--- config.mk ---
export PLATFORM = sky130hd
export DESIGN_NAME = vga_timing
export DESIGN_NICKNAME = d
export VERILOG_FILES = /design/src/rtl/vga_timing.sv
export SDC_FILE = /design/constraint.sdc
export NUM_CORES = 1
export LEC_CHECK = 0
export CORE_ASPECT_RATIO = 1.4
export CORE_UTILIZATION = 35
export DETAILED_ROUTE_END_ITERATION = 6
export GPL_ROUTABILITY_DRIVEN = 0
export MAX_ROUTING_LAYER = met4
export PLACE_DENSITY = 0.67
export RECOVER_POWER = 50
export SLEW_MARGIN = 30
export SYNTH_ARGS = -nofsm -noshare
export SYNTH_HDL_FRONTEND = slang
export SYNTH_SLANG_ARGS = --single-unit
export TNS_END_PERCENT = 100
--- constraint.sdc ---
create_clock -name pclk -period 2.2 [get_ports pclk]
set_input_delay 0.22 -clock pclk [delete_from_list [all_inputs] [get_ports pclk]]
set_output_delay 0.22 -clock pclk [all_outputs]
set_load 0.03 [all_outputs]
--- src/rtl/vga_timing.sv ---
// Free-running VGA timing generator (800x600@60 by default) that drives the packed VGA bus
// and emits per-line and per-frame strobes. Every output comes straight from a register.
module vga_timing #(
    parameter int H_VISIBLE = 800,
    parameter int H_FRONT   = 40,
    parameter int H_SYNC    = 128,
    parameter int H_BACK    = 88,
    parameter int V_VISIBLE = 600,
    parameter int V_FRONT   = 1,
    parameter int V_SYNC    = 4,
    parameter int V_BACK    = 23,
    parameter int SYNC_POL  = 1
) (
    input  logic        pclk,
    input  logic        rst,
    // [37:27] hcount, [26] hsync, [25] hblnk, [24:14] vcount, [13] vsync, [12] vblnk, [11:0] rgb
    output logic [37:0] vga_out,
    output logic        frame_start,
    output logic        line_start
);

    localparam int H_TOTAL = H_VISIBLE + H_FRONT + H_SYNC + H_BACK;
    localparam int V_TOTAL = V_VISIBLE + V_FRONT + V_SYNC + V_BACK;

    generate
        if (H_TOTAL > 2048 || V_TOTAL > 2048) begin : g_bad_totals
            $error("vga_timing: line/frame totals must fit 11-bit counters");
        end
    endgenerate

    localparam logic [10:0] H_LAST   = 11'(H_TOTAL - 1);
    localparam logic [10:0] V_LAST   = 11'(V_TOTAL - 1);
    localparam logic [10:0] H_BLANK  = 11'(H_VISIBLE);
    localparam logic [10:0] V_BLANK  = 11'(V_VISIBLE);
    localparam logic [10:0] HS_BEGIN = 11'(H_VISIBLE + H_FRONT);
    localparam logic [10:0] HS_END   = 11'(H_VISIBLE + H_FRONT + H_SYNC);
    localparam logic [10:0] VS_BEGIN = 11'(V_VISIBLE + V_FRONT);
    localparam logic [10:0] VS_END   = 11'(V_VISIBLE + V_FRONT + V_SYNC);
    localparam logic        POL      = (SYNC_POL != 0);

    logic [10:0] hcount, vcount;
    logic [10:0] h_next, v_next;
    logic        hsync, vsync, hblnk, vblnk;
    logic        running;
    logic        hs_act, vs_act;

    // 'running' is clear for exactly one edge after reset, which holds the counts at 0,0
    // so the first released cycle presents the frame origin with both strobes.
    always_comb begin
        h_next = 11'd0;
        v_next = 11'd0;
        if (running) begin
            if (hcount == H_LAST) begin
                h_next = 11'd0;
                v_next = (vcount == V_LAST) ? 11'd0 : vcount + 11'd1;
            end else begin
                h_next = hcount + 11'd1;
                v_next = vcount;
            end
        end
    end

    always_comb begin
        hs_act = (h_next >= HS_BEGIN) && (h_next < HS_END);
        vs_act = (v_next >= VS_BEGIN) && (v_next < VS_END);
    end

    // Flags are derived from the next counts so each one lines up with its registered count.
    always_ff @(posedge pclk) begin
        if (rst) begin
            hcount      <= 11'd0;
            vcount      <= 11'd0;
            hsync       <= ~POL;
            vsync       <= ~POL;
            hblnk       <= 1'b0;
            vblnk       <= 1'b0;
            running     <= 1'b0;
            line_start  <= 1'b0;
            frame_start <= 1'b0;
        end else begin
            hcount      <= h_next;
            vcount      <= v_next;
            hsync       <= hs_act ^ ~POL;
            vsync       <= vs_act ^ ~POL;
            hblnk       <= (h_next >= H_BLANK);
            vblnk       <= (v_next >= V_BLANK);
            running     <= 1'b1;
            line_start  <= (h_next == 11'd0);
            frame_start <= (h_next == 11'd0) && (v_next == 11'd0);
        end
    end

    assign vga_out = {hcount, hsync, hblnk, vcount, vsync, vblnk, 12'h000};

endmodule

; Word level (Yosys, flattened, before mapping)
; Index checks and enable logic that the tools add are counted.
[word_totals]
register_bits = 29
inputBits = 2
wordCells = 30
[classes]
n_addsub = 2
magnitude_cmp = 6
eq_ne = 2
n_mux = 6
reduce_logical = 5
[ops]
columns = operator, n
row1 = $mux 11, 5
row2 = $ge 11x10->1 const B, 4
row3 = $add 11x1->11 const B, 2
row4 = $logic_not 11->1, 2
row5 = $lt 11x10->1 const B, 2
row6 = $eq 11x10->1 const B, 1
row7 = $eq 11x11->1 const B, 1
row8 = $logic_and 1x1->1, 3
row9 = $mux 1, 1

; Logic depth before layout (Yosys ltp)
[depth]
depth_word = 6
ltp_mapped = 9
depth_no_buf = 7

; Worst setup path before layout
; OpenSTA, ideal clock, no wires.
[synth_timing]
path_kind = reg2reg
from = register hcount[0]
to = register frame_start
setup_ps = 103
t_arrival_ps = 2276
slack_ps = -179
path_stages_with_launch = 10
cell_sequence = dfxtp_1 > ha_1 > and4_4 > buf_6 > and4_1 > buf_2 > a21boi_0 > nor4b_1 > nand4_1 > a2111oi_2
[synth_between]
elab_chain_cells = 5
[synth_rtl]
columns = item, line
row1 = "start, declared", 41  ; logic [10:0] hcount, vcount;
row2 = "start signal, assigned", 81  ; hcount <= h_next;
row3 = $add 11x1->11 / $eq 11x11->1 (equally long branches), "57, 53"
row4 = $mux 11, 53  ; if (hcount == H_LAST) begin
row5 = $mux 11, 52  ; if (running) begin
row6 = $logic_not 11->1, 89  ; frame_start <= (h_next == 11'd0) && (v_next == 11'd0);
row7 = $logic_and 1x1->1 (*), 89
row8 = "end signal, assigned", 89
row9 = "end, declared", 18  ; output logic frame_start,
; Every way passes the cells marked *; elsewhere a longest branch is shown, timed or not.
; A chain may end at the register's enable or synchronous reset.

; Final worst setup path
; Ends and elaborated chain as after synthesis.

==> results.md <==
- The worst supply voltage drop on vdd is 285.8 uV.
- The floorplan step set the die height to 86.01 microns.
- The number of nets in the final layout is 247.
- Clock tree synthesis found a total of 29 sinks.
- The worst-case clock skew is 0.005152 ns.
- The primary flip-flop cell chosen by synthesis mapping is dfxtp_1.
- The number of CTS-inserted buffers is 5.
- Once detail routing completed, the nets flagged for antenna violations numbered 0.
- The minimum clock period is 2.077 ns.
- In the layout the commonest cells are nor2_1 (29), clkdlybuf4s50_1 (28), dfxtp_1 (23).
- Dividing total power by cell area gives a power density of 467.2 nW/um^2.
- The aggregate global-route resource usage is 18.25%.
- The kind of cell with the highest combined delay along the critical path is compound AO/OA/AOI/OAI gates.
- At the end of the flow the core is filled with cells to 46.33%.
- The floorplan step defined a core boundary enclosing 4842 sq um.
- The placed wire-length estimate after detailed placement is 3368 microns.
- Setup repair after global routing could not meet its margin everywhere.
- Clock-pin slew was measured on the worst setup and hold paths at 0.06 ns.
- Global routing finished with a remaining overflow of 0.
- The effective utilization at floorplan is 36.43%.
- The flip-flop and latch count after synthesis is 29.
- In this run the static leakage power is 0.8282 nW.
- The insertion delay to the later sink of the worst-skew pair is 0.28 ns.
- The cell count of the worst reg-to-reg path is 7.
- Wires add up to 4400 microns.
- In this run the worst hold path is classified as flip-flop to flip-flop.
- The critical path crosses 7 cells after its start point.
- The CTS tree is done.
- The completed layout was analyzed and its total power is 1.048 mW.
- The area after detailed placement is 2127 sq um.
- Buffers placed on the I/O ports in this run total 29.
- The cell count after synthesis is 202.
- The delay of the slowest cell on the worst path is 0.43 ns.
- The leading cell type in the layout, fill and taps excluded is nor2_1.
- In the finished design, the share of the clock period the worst path needs comes to 94.43%.
- Along the worst path, the maximum fanout reaches 10.
- For this design the top-level I/O count stands at 42.
- The clock passes through at most 2 buffers.
- The total DRC errors in the routed layout is 0.
- During synthesis, Yosys emitted a total of 0 warnings.
- The number of antenna diodes in the final layout is 0.
- For the worst setup path, the data required time is 2.38 ns.
- The final-report hold violation count is 0.
- Counting distinct cell types in the post-synthesis netlist gives 55.
- The setup TNS after final layout is 0 ns.
- The start of the worst register-to-register path is hcount[0].
- The average routed wire per standard cell is 14.33 microns.
- The run finished with clean final reports.
- The die area is 5333 sq um.
- Summing over every cut layer, the via total after detailed routing is 1,649.
- The fmax is 481.4 MHz.
- The detailed router finished its first iteration with 100 violations.
- Setup violations remaining at the end of the flow were counted as 0.
- The synthesized cell area is 1764 sq um.
- The nature of the critical path endpoint is a flip-flop.
- The critical path goes through ha_4 -> and4_4 -> and3_4 -> a2111o_1 -> a211oi_2 -> nand4_1 -> a2111oi_2.
- STA puts the critical path data arrival time at 2.26 ns.
- The first global-routing pass estimated 7051 microns of wire.
- After routing the design area is 2243 sq um.
- The number of synthesized flops with an enable pin is 0.
- The initial antenna violation count is 0.
- Sequential cells were found to cover 32.91% of the synthesized design area.
- The overall die width is 62.01 microns.
- The slowest stage of the critical path belongs to the cell a2111o_1.
- The H-tree generated during clock tree synthesis spans 2 levels.
- The critical path startpoint category is a flip-flop.
- The first detailed-routing pass ran for 4 iterations.
- The max-slew violation count is 0.
- Of the cells placed in the final design, the portion with a size suffix greater than 1 is 19.34%.
- The async set-or-reset flop fraction in the synthesized netlist is 0%.
- The most critical setup path has its startpoint at hcount[0].
- The via count of the first global-routing pass is 1,566.
- Summed over its instances, the top area cell type makes up 32.91% of the synthesized netlist area.
- The number of hold buffers added after CTS is 0.
- The synthesized design spends more area on one cell type than any other, namely dfxtp_1.
- The maximum number of pins on one net before global-route repair is 11.
- Compared with the post-synthesis result, the final layout area differs by 27.16%.
- Together, buffers and inverters on the worst path number 0.
- The cell chosen for the clock root is clkbuf_8.
- A synthesized cell averages 8.734 sq um.
- The cell count of the worst hold path is 1.
- Sorting the synthesized cells by area gives the leading types as dfxtp_1 (33%), buf_4 (7.7%), nor2_1 (6.2%), xor2_1 (4.0%), nand4_1 (3.5%).
- The critical path start-end classification is flip-flop to flip-flop.
- The initialized floorplan defines 30 standard-cell rows.
- Max-cap violations in this run came to 0.
- The startpoint of the most critical hold path is hcount[0].
- Using the TritonRoute via totals, the vias-per-cell ratio works out to 5.371.
## registers in the layout, indices dropped and copies added, names as in the netlist
signal and flops:
vblnk 1, hcount 11, vcount 11, running 1, vsync 1, frame_start 1, hsync 1, line_start 1
hblnk 1
## metal layers
metal / GRT usage [%] / share of wire, % / up-vias
li1: - / - / 793
met1: 20.09 / 41 / 782
met2: 30.37 / 51 / 59
met3: 3.922 / 4.1 / 15
met4: 8.081 / 3.7 / 0
met5: - / 0 / -
## synthesized netlist by cell type (3+ instances only)
cell and instances:
a211o_1 3, a21boi_0 3, a21oi_1 7, and3_1 4, and4_1 4, buf_4 18, dfxtp_1 29, inv_1 3
nand2_1 16, nand3_1 6, nand4_1 10, nor2_1 29, nor3_1 5, nor4bb_1 3, o21ai_0 4, xnor2_1 5
xor2_1 8
## layout make-up
class | instances | area (sq um)
clock buffer | 7 | 86.33
tap | 64 | 80.08
multi-input combinational | 158 | 1061
fill | 469 | 2599
inverter | 3 | 11.26
timing repair buffer | 46 | 414.1
sequential | 29 | 590.6
## logic make-up after synthesis
logic type | share of synthesized area (%)
buffers and inverters | 10.92
DFF | 32.91
other | 0.2126
AOI/OAI and AO/OA | 16.17
adders and majority gates | 1.418
xor gates and xnor gates | 7.376
and+or+nand+nor | 30.99
## worst paths after layout
kind,slack (ns),to
worst max-delay path,0.12,frame_start
worst min-delay path,0.48,hcount[0]
worst max register to register,0.12,frame_start
worst min register to register,0.48,hcount[0]
## per-stage QoR
| step | worst slack (ns) | instances | hold WS (ns) |
|---|---|---|---|
| 2_1_floorplan | 0.009179 | 213 | 0.4769 |
| 3_3_place_gp | -0.006498 | 298 | 0.4666 |
| 3_5_place_dp | -0.007802 | 298 | 0.4750 |
| 4_1_cts | 0.003731 | 305 | 0.4848 |
| 5_1_grt | -0.006393 | 307 | 0.4966 |
| 6_report | 0.1226 | 307 | 0.4808 |
## power by group
part	switching [mW]	leakage [nW]	internal (mW)
sequential	0.00638	0.238	0.530
combinational	0.0548	0.546	0.0169
clock	0.192	0.0443	0.247
total	0.253	0.828	0.795
## what timing repair did
item | CTS | global route
endpoints found under the setup margin | 1 | 3
gates resized for setup | 1 | 6
pin swaps | 1 | 2
cloned | 0 | 0
setup buffers | 0 | 2
Note: power is estimated with default switching activity, not from simulation.
